===== src/rtl/multi_point_tracker_if.sv =====
// Move-request handshake between the move decoder (master) and multi_point_tracker (slave).
interface multi_point_tracker_if #(
    parameter int W     = 3,
    parameter int SEL_W = 3
);
    logic             mv_valid;
    logic             mv_ready;
    logic             wrap;
    logic [SEL_W-1:0] mv_sel;
    logic [W-1:0]     mv_dx;
    logic [W-1:0]     mv_dy;

    modport master (output mv_valid, wrap, mv_sel, mv_dx, mv_dy, input mv_ready);
    modport slave  (input mv_valid, wrap, mv_sel, mv_dx, mv_dy, output mv_ready);
endinterface


===== src/rtl/multi_point_tracker.sv =====
// Tracks NUM_PTS token positions on a MIN..MAX grid; applies one clamp/wrap move per 3 cycles.
// Define MP_COLLISION_EN to reject moves that land on another token's square.
module multi_point_tracker #(
    parameter int NUM_PTS = 2,
    parameter int W       = 3,
    parameter int MIN     = 1,
    parameter int MAX     = 5,
    parameter int SEL_W   = 3
) (
    input  logic                   update,
    input  logic                   rst,
    input  logic                   en,
    multi_point_tracker_if.slave   mv,
    output logic                   done,
    output logic                   blocked,
    output logic                   err,
    output logic [NUM_PTS*W-1:0]   pos_x,
    output logic [NUM_PTS*W-1:0]   pos_y
);
    localparam int SPAN = MAX - MIN + 1;
    localparam logic signed [W+1:0] MIN_S  = (W+2)'(MIN);
    localparam logic signed [W+1:0] MAX_S  = (W+2)'(MAX);
    localparam logic signed [W+1:0] SPAN_S = (W+2)'(SPAN);

    typedef enum logic [1:0] {IDLE, CALC, CHECK} state_t;

    state_t                      state_q, state_d;
    logic [SEL_W-1:0]            sel_q, sel_d;
    logic [W-1:0]                dx_q, dx_d, dy_q, dy_d;
    logic [W-1:0]                tx_q, tx_d, ty_q, ty_d;
    logic                        wrap_q, wrap_d, bad_q, bad_d;
    logic [NUM_PTS-1:0][W-1:0]   x_q, x_d, y_q, y_d;
    logic                        done_q, done_d, blocked_q, blocked_d, err_q, err_d;

    logic                        ready, sel_ok, hit;
    logic [W-1:0]                cur_x, cur_y;
    logic signed [W+1:0]         sdx, sdy, sx, sy;

    function automatic logic [W-1:0] rst_x(int k);
        return W'(MIN + ((1 + 2*k) % SPAN));
    endfunction

    function automatic logic [W-1:0] rst_y(int k);
        return W'(MAX - ((1 + 2*k) % SPAN));
    endfunction

    // Single correction only: wrap-mode displacements beyond SPAN are flagged as errors instead.
    function automatic logic [W-1:0] fix(logic signed [W+1:0] t, logic wr);
        if (t > MAX_S) return wr ? W'(t - SPAN_S) : W'(MAX_S);
        if (t < MIN_S) return wr ? W'(t + SPAN_S) : W'(MIN_S);
        return W'(t);
    endfunction

    function automatic logic signed [W+1:0] absv(logic signed [W+1:0] v);
        return (v < 0) ? -v : v;
    endfunction

    assign ready       = en && (state_q == IDLE);
    assign mv.mv_ready = ready;
    assign done        = done_q && en;
    assign blocked     = blocked_q;
    assign err         = err_q;
    assign pos_x       = x_q;
    assign pos_y       = y_q;

    assign sel_ok = int'(sel_q) < NUM_PTS;
    assign sdx    = (W+2)'($signed(dx_q));
    assign sdy    = (W+2)'($signed(dy_q));
    assign sx     = $signed({2'b00, cur_x});
    assign sy     = $signed({2'b00, cur_y});

    always_comb begin
        cur_x = '0;
        cur_y = '0;
        for (int k = 0; k < NUM_PTS; k++) begin
            if (sel_q == SEL_W'(k)) begin
                cur_x = x_q[k];
                cur_y = y_q[k];
            end
        end
    end

    always_comb begin
        hit = 1'b0;
`ifdef MP_COLLISION_EN
        for (int k = 0; k < NUM_PTS; k++) begin
            if (sel_q != SEL_W'(k) && x_q[k] == tx_q && y_q[k] == ty_q) hit = 1'b1;
        end
`endif
    end

    always_comb begin
        state_d   = state_q;
        sel_d     = sel_q;
        dx_d      = dx_q;
        dy_d      = dy_q;
        wrap_d    = wrap_q;
        tx_d      = tx_q;
        ty_d      = ty_q;
        bad_d     = bad_q;
        x_d       = x_q;
        y_d       = y_q;
        done_d    = 1'b0;
        blocked_d = blocked_q;
        err_d     = err_q;
        case (state_q)
            IDLE: begin
                if (mv.mv_valid && ready) begin
                    sel_d   = mv.mv_sel;
                    dx_d    = mv.mv_dx;
                    dy_d    = mv.mv_dy;
                    wrap_d  = mv.wrap;
                    state_d = CALC;
                end
            end
            CALC: begin
                tx_d    = fix(sx + sdx, wrap_q);
                ty_d    = fix(sy + sdy, wrap_q);
                bad_d   = !sel_ok || (wrap_q && (absv(sdx) > SPAN_S || absv(sdy) > SPAN_S));
                state_d = CHECK;
            end
            CHECK: begin
                done_d    = 1'b1;
                err_d     = bad_q;
                blocked_d = bad_q || hit;
                if (!bad_q && !hit) begin
                    for (int k = 0; k < NUM_PTS; k++) begin
                        if (sel_q == SEL_W'(k)) begin
                            x_d[k] = tx_q;
                            y_d[k] = ty_q;
                        end
                    end
                end
                state_d = IDLE;
            end
            default: state_d = IDLE;
        endcase
    end

    always_ff @(posedge update) begin
        if (rst) begin
            state_q   <= IDLE;
            sel_q     <= '0;
            dx_q      <= '0;
            dy_q      <= '0;
            wrap_q    <= 1'b0;
            tx_q      <= '0;
            ty_q      <= '0;
            bad_q     <= 1'b0;
            done_q    <= 1'b0;
            blocked_q <= 1'b0;
            err_q     <= 1'b0;
            for (int k = 0; k < NUM_PTS; k++) begin
                x_q[k] <= rst_x(k);
                y_q[k] <= rst_y(k);
            end
        end else if (en) begin
            state_q   <= state_d;
            sel_q     <= sel_d;
            dx_q      <= dx_d;
            dy_q      <= dy_d;
            wrap_q    <= wrap_d;
            tx_q      <= tx_d;
            ty_q      <= ty_d;
            bad_q     <= bad_d;
            done_q    <= done_d;
            blocked_q <= blocked_d;
            err_q     <= err_d;
            x_q       <= x_d;
            y_q       <= y_d;
        end
    end
endmodule


===== src/flat_wrapper.sv =====
// flat-port wrapper written by rule: the top's interface ports become plain ports
module multi_point_tracker_flat 
#(
    parameter int NUM_PTS = 2,
    parameter int W       = 3,
    parameter int MIN     = 1,
    parameter int MAX     = 5,
    parameter int SEL_W   = 3
)
  (update, rst, en, done, blocked, err, pos_x, pos_y, mv_mv_valid, mv_wrap, mv_mv_sel, mv_mv_dx, mv_mv_dy, mv_mv_ready);
  multi_point_tracker_if #(.W(W), .SEL_W(SEL_W)) mv_i ();
  input  logic update;
  input  logic rst;
  input  logic en;
  output logic done;
  output logic blocked;
  output logic err;
  output logic [NUM_PTS*W-1:0] pos_x;
  output logic [NUM_PTS*W-1:0] pos_y;
  input wire logic [$bits(mv_i.mv_valid)-1:0] mv_mv_valid;
  input wire logic [$bits(mv_i.wrap)-1:0] mv_wrap;
  input wire logic [$bits(mv_i.mv_sel)-1:0] mv_mv_sel;
  input wire logic [$bits(mv_i.mv_dx)-1:0] mv_mv_dx;
  input wire logic [$bits(mv_i.mv_dy)-1:0] mv_mv_dy;
  output wire logic [$bits(mv_i.mv_ready)-1:0] mv_mv_ready;
  assign mv_i.mv_valid = mv_mv_valid;
  assign mv_i.wrap = mv_wrap;
  assign mv_i.mv_sel = mv_mv_sel;
  assign mv_i.mv_dx = mv_mv_dx;
  assign mv_i.mv_dy = mv_mv_dy;
  assign mv_mv_ready = mv_i.mv_ready;
  multi_point_tracker #(.NUM_PTS(NUM_PTS), .W(W), .MIN(MIN), .MAX(MAX), .SEL_W(SEL_W)) u_core (.update(update), .rst(rst), .en(en), .mv(mv_i), .done(done), .blocked(blocked), .err(err), .pos_x(pos_x), .pos_y(pos_y));
endmodule

===== config.mk =====
export PLATFORM = sky130hd
export DESIGN_NAME = multi_point_tracker_flat
export DESIGN_NICKNAME = d
export VERILOG_FILES = /design/src/rtl/multi_point_tracker_if.sv /design/src/rtl/multi_point_tracker.sv /design/src/flat_wrapper.sv
export SDC_FILE = /design/constraint.sdc
export NUM_CORES = 1
export LEC_CHECK = 0
export CAP_MARGIN = 15
export CORE_MARGIN = 2
export CORE_UTILIZATION = 45
export DETAILED_ROUTE_END_ITERATION = 10
export PLACE_DENSITY = 0.7
export SLEW_MARGIN = 20
export SYNTH_ARGS = -nofsm -noshare
export SYNTH_HDL_FRONTEND = slang
export SYNTH_SLANG_ARGS = --single-unit
export TNS_END_PERCENT = 1

===== constraint.sdc =====
create_clock -name update -period 3.1 [get_ports update]
set_input_delay 0.93 -clock update [delete_from_list [all_inputs] [get_ports update]]
set_output_delay 0.93 -clock update [all_outputs]
set_load 0.005 [all_outputs]

Word-level counts from Yosys, hierarchy flattened
Index checks and enable logic that the tools add are counted.

operators by class
  $add $sub $neg = 8
  magnitude comparators = 9
  eq/ne operators = 4
  multiplexer cells = 31
  bitwise gates (word level) = 1
  reduce and logical (&&, ||, !) cells = 15

operator list
  kind                                                                  number
  3-bit two-way mux                                                     16
  5-bit by 4-bit > comparator with 1-bit output, second input constant  4
  1-bit two-way mux                                                     11
  4-bit by 3-bit adder with 5-bit output                                2
  5-bit by 2-bit < comparator with 1-bit output, second input constant  2
  5-bit two-way mux                                                     2
  3-bit negator with 5-bit output                                       2
  4-bit AND reduction                                                   2
  3-bit adder, second input constant                                    2
  3-bit by 1-bit < comparator with 1-bit output, second input constant  2
  2-bit AND reduction                                                   3
  3-bit subtractor, second input constant                               2
  1-bit logical AND                                                     4
  2-bit case mux with 2 select lines                                    1
  3-bit by 1-bit == test with 1-bit output, second input constant       1
  3-bit logical NOT                                                     1
  3-bit by 2-bit < comparator with 1-bit output, second input constant  1
  3-bit AND reduction                                                   1
  2-bit by 1-bit == test with 1-bit output, second input constant       1
  2-bit == test, second input constant                                  1
  2-bit logical NOT                                                     1
  1-bit logical OR                                                      2
  2-bit two-way mux                                                     1
  2-bit != test, second input constant                                  1
  2 further kinds                                                       2

word-level totals
  flip-flop bits (word level) = 33
  bits of input ports = 14
  output and inout bits = 16
  word-level logic and storage cells = 82

Depth between registers and ports, before layout
  word-level depth = 11
  depth in mapped cells = 14
  mapped depth without buffers = 13

Worst setup path after synthesis
OpenSTA, ideal clock, no wires.

  kind = flip-flop to flip-flop
  start point = register u_core.sel_q[0]
  end point = register u_core.ty_q[1]
  data arrival time = 3.026 ns
  data required time = 3.027 ns
  path slack = 0.001 ns
  stages on the path, launching flop included = 13
  path buffers = 2
  clock period less this slack = 3.099 ns
  cell sequence = dfxtp_1 buf_1 mux2_2 and2_1 inv_1 fa_1 ha_1 or3_1 buf_6 a21oi_2 o31ai_1 o221a_1 nor3_2

on the way
  cells in the longest elaborated chain, start to end = 10
  elaborated cells on any way between the ends = 20
  those cells by class = 3 x add/sub; 2 x order compare; 1 x eq/ne; 13 x mux; 1 x reduce/logical

RTL lines
  element                                                                            RTL line                                               text
  from (decl)                                                                        multi_point_tracker.sv:28                              logic [SEL_W-1:0] sel_q, sel_d;
  from (signal assigned)                                                             multi_point_tracker.sv:159                             sel_q <= sel_d;
  3-bit logical NOT                                                                  multi_point_tracker.sv:76                              if (sel_q == SEL_W'(k)) begin
  3-bit two-way mux                                                                  multi_point_tracker.sv:76
  3-bit two-way mux *                                                                multi_point_tracker.sv:76
  4-bit by 3-bit adder with 5-bit output *                                           multi_point_tracker.sv:118                             ty_d = fix(sy + sdy, wrap_q);
  5-bit by 2-bit < comparator with 1-bit output or 3-bit subtractor (tied branches)  multi_point_tracker.sv:50, multi_point_tracker.sv:49
  1-bit two-way mux or 3-bit two-way mux (tied branches) (2 in series)               multi_point_tracker.sv:50, multi_point_tracker.sv:49
  1-bit two-way mux or 3-bit two-way mux (tied branches)                             multi_point_tracker.sv:106, multi_point_tracker.sv:50
  3-bit two-way mux                                                                  multi_point_tracker.sv:51                              return W'(t);
  3-bit two-way mux *                                                                multi_point_tracker.sv:50                              if (t < MIN_S) return wr ? W'(t + SPAN_S) : W'(MIN_S);
  to (signal assigned)                                                               multi_point_tracker.sv:164                             ty_q <= ty_d;
  to (decl)                                                                          multi_point_tracker.sv:30                              logic [W-1:0] tx_q, tx_d, ty_q, ty_d;

Every way passes the cells marked *; elsewhere a longest branch is shown, timed or not. The select of a mux whose other input is x is not followed.
A chain may end at the register's enable or synchronous reset.

Worst setup path in the final report
  start point = input port en
  end point = output port mv_mv_ready

on the way
  cells in the longest elaborated chain, start to end = 1

RTL lines
  element            RTL line                   text
  from (decl)        flat_wrapper.sv:14         input logic en;
  1-bit logical AND  multi_point_tracker.sv:58  assign ready = en && (state_q == IDLE);
  to (decl)          flat_wrapper.sv:25         output wire logic [$bits(mv_i.mv_ready)-1:0] mv_mv_ready;

No other way between the ends.

==> impl_metrics.csv <==
group,metric,value,unit
floorplanning,rows,25,
pwr,vdd_drop_max,0.0002060,V
placed_design,portBuffers,29,
critical_path,cpLargestDelayFamily,"buffers and inverters",
pwr,pwr-share-comb,0.225,
pwr,power_frac_clock,0.322,
global_route,grt_pass1_vias,1758,
floorplanning,die_area,5307,um2
synthesis,synth_top_family_by_area,"simple AND/OR/NAND/NOR gates",
global_route,grt_use_total,0.1939,
critical_path,worstPathCellList,"clkdlybuf4s50_1 > nor3b_2 > clkdlybuf4s50_1",
pwr,power_density,383.9,nW/um2
clock_network,clock-sinks,33,
cells_and_area,antenna_cells,0,
clock_network,h-tree-depth,2,
sta,setup_viol,0,
cells_and_area,drive_above_1_share,0.09310,
pwr,switchingPower,0.2845,mW
drt,drt_wl_total,4.821,mm
synthesis,synth_cell_types,50,
floorplanning,ios,30,
sta,fin_setup_tns,0,ns
hold_path,min_path_type,"reg -> reg",
floorplanning,fp.dieH,72.85,um
clock_network,root_buffer,"clkbuf_8",
floorplanning,start_util,0.4577,
pwr,p_int,0.7157,mW
drt,wire_per_inst,14.01,um
synthesis,synth-edff-count,0,
synthesis,ys.flop_type,"dfxtp_1",
cells_and_area,fill_cells,455,
critical_path,max_stage_delay,0.52,ns
sta,worst_slack,0.03176,ns
sta,finalCritPeriodShare,0.9898,
drt,first_iter_violations,109,
cells_and_area,multi_input_area,1366,um2
synthesis,synth_compound_area_frac,0.1672,
global_route,antenna_found_initial,0,
synthesis,synth_seq_cells,33,
sta,worstMarginPinSlew,0.6151,ns
sta,final.setup_skew,0.006622,ns
critical_path,end_kind,"output port",
clock_network,hold_buffers,0,
floorplanning,die_w,72.85,um
clock_network,clock_latency,0.28,ns
drt,vias,1871,
critical_path,required,2.17,ns
critical_path,worstPathArrival,2.14,ns
synthesis,syn_nets,293,
pwr,leakage,1.088,nW
sta,fin_crit,3.068,ns
pwr,switching_share,0.2844,
critical_path,cp-start-kind,"primary input",
drt,drt-pass1-iter-count,4,
floorplanning,core_area,4661,um2
clock_network,numCtsBuffers,5,
critical_path,crit_type,"in -> out",
critical_path,crit_slowest_cell,"clkdlybuf4s50_1",
run_status,status,"completed",
cells_and_area,nets,324,
sta,hold_viol,0,
drt,drtAntennaViolNets,0,
synthesis,yosys.area_share.simple,0.2305,
synthesis,synthXorXnorAreaFrac,0.03284,
cells_and_area,area_growth,22.11,%
synthesis,ys_warn_count,0,
synthesis,async_flop_share,0,
synthesis,syn_inst,259,
pwr,power,1.000,mW
sta,slew_viol_final,0,
drt,viasPerCell,5.439,
critical_path,cp_max_fo,2,
clock_network,clk_path_buf_depth,2,
global_route,grt_max_degree,19,
sta,fin_hold_ws,0.4744,ns
global_route,grt-ovfl-total,0,
clock_network,post_cts_buffers,0,
placed_design,dp_hpwl,3.680,mm
synthesis,synth_fa_ha_area_frac,0.1243,
synthesis,yosysSeqAreaShare,0.3097,
critical_path,crit_buf_inv,2,
global_route,grt_pass1_wl,8.100,mm
drt,drc_errors,0,
synthesis,synth_mux_area_frac,0.07742,
clock_network,clk_pin_slew,0.07,ns
sta,max_slew_margin,0.5868,
clock_network,tritoncts,"built",
synthesis,syn_avg_cell_area,8.237,um2
sta,max_freq,0.3259,GHz
cells_and_area,regArea,660.6,um2
sta,rsz0062_at_grt,"yes",
placed_design,pre_cts_slack,-0.03642,ns
synthesis,syn_area,2133,um2
critical_path,crit_top_cell,"clkdlybuf4s50_1",
placed_design,place_congestion,0.8032,
flow_run,maxCapViolCount,0,
cells_and_area,final_cell_mix,"nand2_1, dfxtp_1, clkdlybuf4s50_1",
pwr,p_seq_frac,0.453,
what timing repair did:
item	4_1_cts	5_1_grt
resized for setup	1	4
endpoints found under the hold margin	0	0
pin swaps	0	0
setup endpoints to repair	1	3
cell families (layout without fill, tap and decap cells):
| logic type | count (synthesis) | count (layout) |
|---|---|---|
| XOR/XNOR | 8 | 8 |
| AND/OR/NAND/NOR | 99 | 99 |
| multiplexers | 16 | 16 |
| AO/OA/AOI/OAI | 53 | 53 |
| flip-flops | 33 | 33 |
| buffers and inverters | 30 | 61 |
| adder cells (fa/ha/maj) | 20 | 20 |
final cells by class:
class / instances / share of cell area
sequential: 33 / 0.2536
multi-input combinational: 196 / 0.5245
inverter: 16 / 0.02305
clock buffer: 7 / 0.03314
tap: 54 / 0.02594
timing repair buffer: 38 / 0.1398
cells in the mapped netlist (3+ instances only):
cell type  instances  share of area
a211o_1            4          0.016
a21oi_1           22          0.052
a31oi_1            4          0.012
and2_1             7          0.021
clkbuf_1          11          0.019
dfxtp_1           33           0.31
ha_1              18           0.11
inv_1             16          0.028
mux2_2             4          0.021
mux2i_1           12          0.056
nand2_1           33          0.058
nand2b_1           4          0.012
nand3_1            8          0.019
nor2_1            24          0.042
nor2b_1            3         0.0088
nor3_1             3         0.0070
nor3b_1            3          0.011
o21ai_0            5          0.012
xnor2_1            5          0.021
xor2_1             3          0.012
registers in the layout, indices dropped and copies added, names as in the netlist, 2 cells and up:
signal / count
u_core.dx_q: 3
u_core.dy_q: 3
u_core.sel_q: 3
u_core.tx_q: 3
u_core.pos_x: 6
u_core.pos_y: 6
u_core.state_q: 2
u_core.ty_q: 3
worst min-delay path, stage by stage, from the launching register on:
cell	delay, ns
dfxtp_1	0.32
nand2_1	0.06
a21oi_1	0.05
path summary, 6_finish.rpt:
check	from	slack (ns)	cells after the start	to
hold reg to reg	u_core.sel_q[1]$_SDFFE_PP0P_	0.47	2	u_core.sel_q[1]$_SDFFE_PP0P_
setup reg to reg	u_core.sel_q[0]$_SDFFE_PP0P_	0.17	10	u_core.ty_q[1]$_SDFFE_PP0P_
setup / recovery	en	0.03	3	mv_mv_ready
hold / removal	u_core.sel_q[1]$_SDFFE_PP0P_	0.47	2	u_core.sel_q[1]$_SDFFE_PP0P_
layer usage:
metal  track usage  vias to the layer above  wire length [um]
met5             0                        -                 0
met4       0.07202                        0                93
met3       0.03039                        7               148
met2        0.3121                       48              2247
met1        0.2619                      855              2332
li1              -                      961                 -
power by group through the flow:
stage	sequential, mW	combinational [mW]	clock, mW
6_report	0.453	0.225	0.322
5_1_grt	0.455	0.252	0.344
4_1_cts	0.452	0.220	0.328
3_5_place_dp	0.462	0.218	0
3_3_place_gp	0.461	0.215	0
2_1_floorplan	0.454	0.163	0
through the flow:
| step | utilization | cell area (um2) | instances |
|---|---|---|---|
| detailed placement | 0.5353 | 2495 | 337 |
| floorplan | - | 2133 | 259 |
| CTS | 0.5549 | 2586 | 344 |
| global placement | 0.5353 | 2495 | 337 |
| finish | 0.5589 | 2605 | 344 |
| global route | 0.5589 | 2605 | 344 |
(Power assumes the default switching activity.)
==> RTL edit, RTL diff (config.mk and constraints unchanged) <==
`NUM_PTS` is set to 2 in 2 places; all go to 1.
--- a/src/rtl/multi_point_tracker.sv
+++ b/src/rtl/multi_point_tracker.sv
@@ -2,5 +2,5 @@
 // Define MP_COLLISION_EN to reject moves that land on another token's square.
 module multi_point_tracker #(
-    parameter int NUM_PTS = 2,
+    parameter int NUM_PTS = 1,
     parameter int W       = 3,
     parameter int MIN     = 1,
--- a/src/flat_wrapper.sv
+++ b/src/flat_wrapper.sv
@@ -2,5 +2,5 @@
 module multi_point_tracker_flat 
 #(
-    parameter int NUM_PTS = 2,
+    parameter int NUM_PTS = 1,
     parameter int W       = 3,
     parameter int MIN     = 1,
Interface: changed (resized pos_x and pos_y); port bits go from 30 to 24. No check against the original RTL was run, so the function may have changed too.
==> RTL edit against the unedited design <==
Synthesized area shrank 13%. Cell area shrank 14%. Register-to-register slack gained 20 ps. Via count shrank 13%. Setup slack gained 160 ps. Count of clock-buffer cells in the layout shrank 3. Wire length shrank 19%. Sequential cell count shrank 6. Clock skew shrank 5.0 ps. Total power shrank 23%. Highest routed layer unchanged.
==> RTL edit: results (changes against the unedited design) <==
share of cells above drive strength 1 - 10.6% (was 9.31%)
Setup Skew - 1.64 ps (was 6.62 ps)
Max stage delay on crit path - 520 ps (about the same)
vias in the first global route - 1,495 (was 1,758)
Main synth FF type - dfxtp_1 (unchanged)
Worst EP arrival - 3050 ps (was 2140 ps)
H-tree Lvls - 1 (was 2)
Starting DRT DRC Count - 75 (was 109)
GPL Wtd Cong - 0.916 (was 0.803)
antenna violations before repair - 0 (unchanged)
top post-synthesis cells by area - dfxtp_1 29%, ha_1 11%, a21oi_1 7.9% (was dfxtp_1 31%, ha_1 11%, nand2_1 5.8%)
Leak - 0.918 nW (was 1.09 nW)
largest net degree at the start of global routing - 29 (was 19)
CP max stage cell - or4_1 (was clkdlybuf4s50_1)
Placed Area - 2170 um^2 (was 2490 um^2)
worst slack at placement - -66.6 ps (was -36.4 ps)
final setup violating endpoints - 0 (unchanged)
Reg clk slew, reported paths - 90 ps (was 70 ps)
VDD IR-drop max - 0.000286 V (was 0.000206 V)
TritonCTS buffer count - 3 (was 5)
min-delay worst type - reg -> reg (unchanged)
Slew headroom - 62.6% (was 58.7%)
final WL - 3890 um (was 4820 um)
Post-layout nets - 288 (was 324)
CP top delay family - simple AND/OR/NAND/NOR gates (was buffers and inverters)
critical path class - reg -> reg (was in -> out)
status - completed (unchanged)
Final HPWL DP - 2940 um (was 3680 um)
crit-path max FO - 9 (was 2)
leading post-synthesis cells by instance count - 34 x nand2_1, 29 x a21oi_1, 27 x dfxtp_1, 16 x ha_1, 12 x inv_1 (was 33 x dfxtp_1, 33 x nand2_1, 24 x nor2_1, 22 x a21oi_1, 18 x ha_1)
r2r startpoint - u_core.sel_q[2] (was u_core.sel_q[0])
Syn Nets - 261 (was 293)
DRC Markers - 0 (unchanged)
post-synthesis sequential area ratio - 29.3% (was 31.0%)
synth unique cells - 40 (was 50)
Port Buf Inserts - 23 (was 29)
root buf cell - clkbuf_8 (unchanged)
share of synthesized flip-flops with an asynchronous set or reset - 0% (unchanged)
Hold Path Origin - u_core.sel_q[1] (unchanged)
Via-to-Cell Ratio - 5.34 (was 5.44)
GRT Total Usage - 18.3% (was 19.4%)
worst skew pair latency - 260 ps (was 280 ps)
first-pass GRT wire length - 6580 um (was 8100 um)
==> RTL edit: cell types whose count changed after synthesis, moves of 4 or more <==
cell,delta
nor4_1,+4
clkbuf_1,-5
dfxtp_1,-6
a21oi_1,+7
o21ai_0,+5
mux2_2,-4
mux2i_1,-11
a31oi_1,-4
buf_2,+4
inv_1,-4
nor2_1,-17
==> RTL edit: repair_timing <==
item / in CTS / in global routing
setup buffers: 0 / 0
endpoints found under the setup margin: 1 / 2
resized for setup: 1 / 4
==> RTL edit: cell families (layout without fill, tap and decap cells) <==
| family | count (synthesis) | after routing | share of synthesized area, % |
|---|---|---|---|
| adder cells (fa/ha/maj) | 18 | 18 | 13.0 |
| flip-flops | 27 | 27 | 29.3 |
| multiplexers | 1 | 1 | 0.542 |
| XOR/XNOR | 10 | 10 | 5.56 |
| AO/OA/AOI/OAI | 63 | 63 | 22.4 |
| AND/OR/NAND/NOR | 86 | 86 | 23.9 |
| buffers and inverters | 24 | 50 | 5.36 |
==> RTL edit: final cells by class <==
cell class | count | area [um^2]
tap | 50 | 62.6
fill | 378 | 1740
clock buffer | 4 | 45.0
timing repair buffer | 34 | 322
inverter | 12 | 45.0
multi-input combinational | 178 | 1220
sequential | 27 | 541
==> RTL edit: worst register-to-register path, stage by stage (launching register included) <==
cell,delay (ps)
dfxtp_1,320
nor3_1,190
buf_4,160
buf_4,150
and2_1,180
fa_1,440
inv_1,130
ha_1,150
o21bai_1,100
o32a_2,190
a21oi_2,60
and4b_1,180
or4_1,520
==> RTL edit: final timing paths <==
check | slack (ps) | to | cells past startpoint
hold reg to reg | 470 | u_core.sel_q[1] | 2
hold / removal | 470 | u_core.sel_q[1] | 2
setup reg to reg | 190 | u_core.tx_q[1] | 12
setup / recovery | 190 | u_core.tx_q[1] | 12
==> RTL edit: layer usage <==
metal / vias up / share of wire, % / track usage (%)
li1: 864 / - / -
met2: 42 / 45 / 29.5
met3: 4 / 4.7 / 2.80
met5: - / 0 / 0
met1: 718 / 50 / 25.6
met4: 0 / 0.80 / 4.50
==> RTL edit: metrics by stage <==
step	setup TNS, ps	std cells	util, %	hold slack [ps]	total power, mW
6_report	0	305	56.2	468	0.769
5_1_grt	0	305	56.2	496	0.821
4_1_cts	0	305	55.8	470	0.774
3_5_place_dp	-66.6	301	54.6	457	0.582
3_3_place_gp	-55.0	301	54.6	447	0.578
2_1_floorplan	0	229	-	436	0.516
==> RTL edit: report_power, final <==
| group | leakage [nW] | switching [mW] | internal (mW) |
|---|---|---|---|
| clock | 0.0228 | 0.0996 | 0.0917 |
| sequential | 0.219 | 0.0159 | 0.361 |
| combinational | 0.676 | 0.103 | 0.0975 |
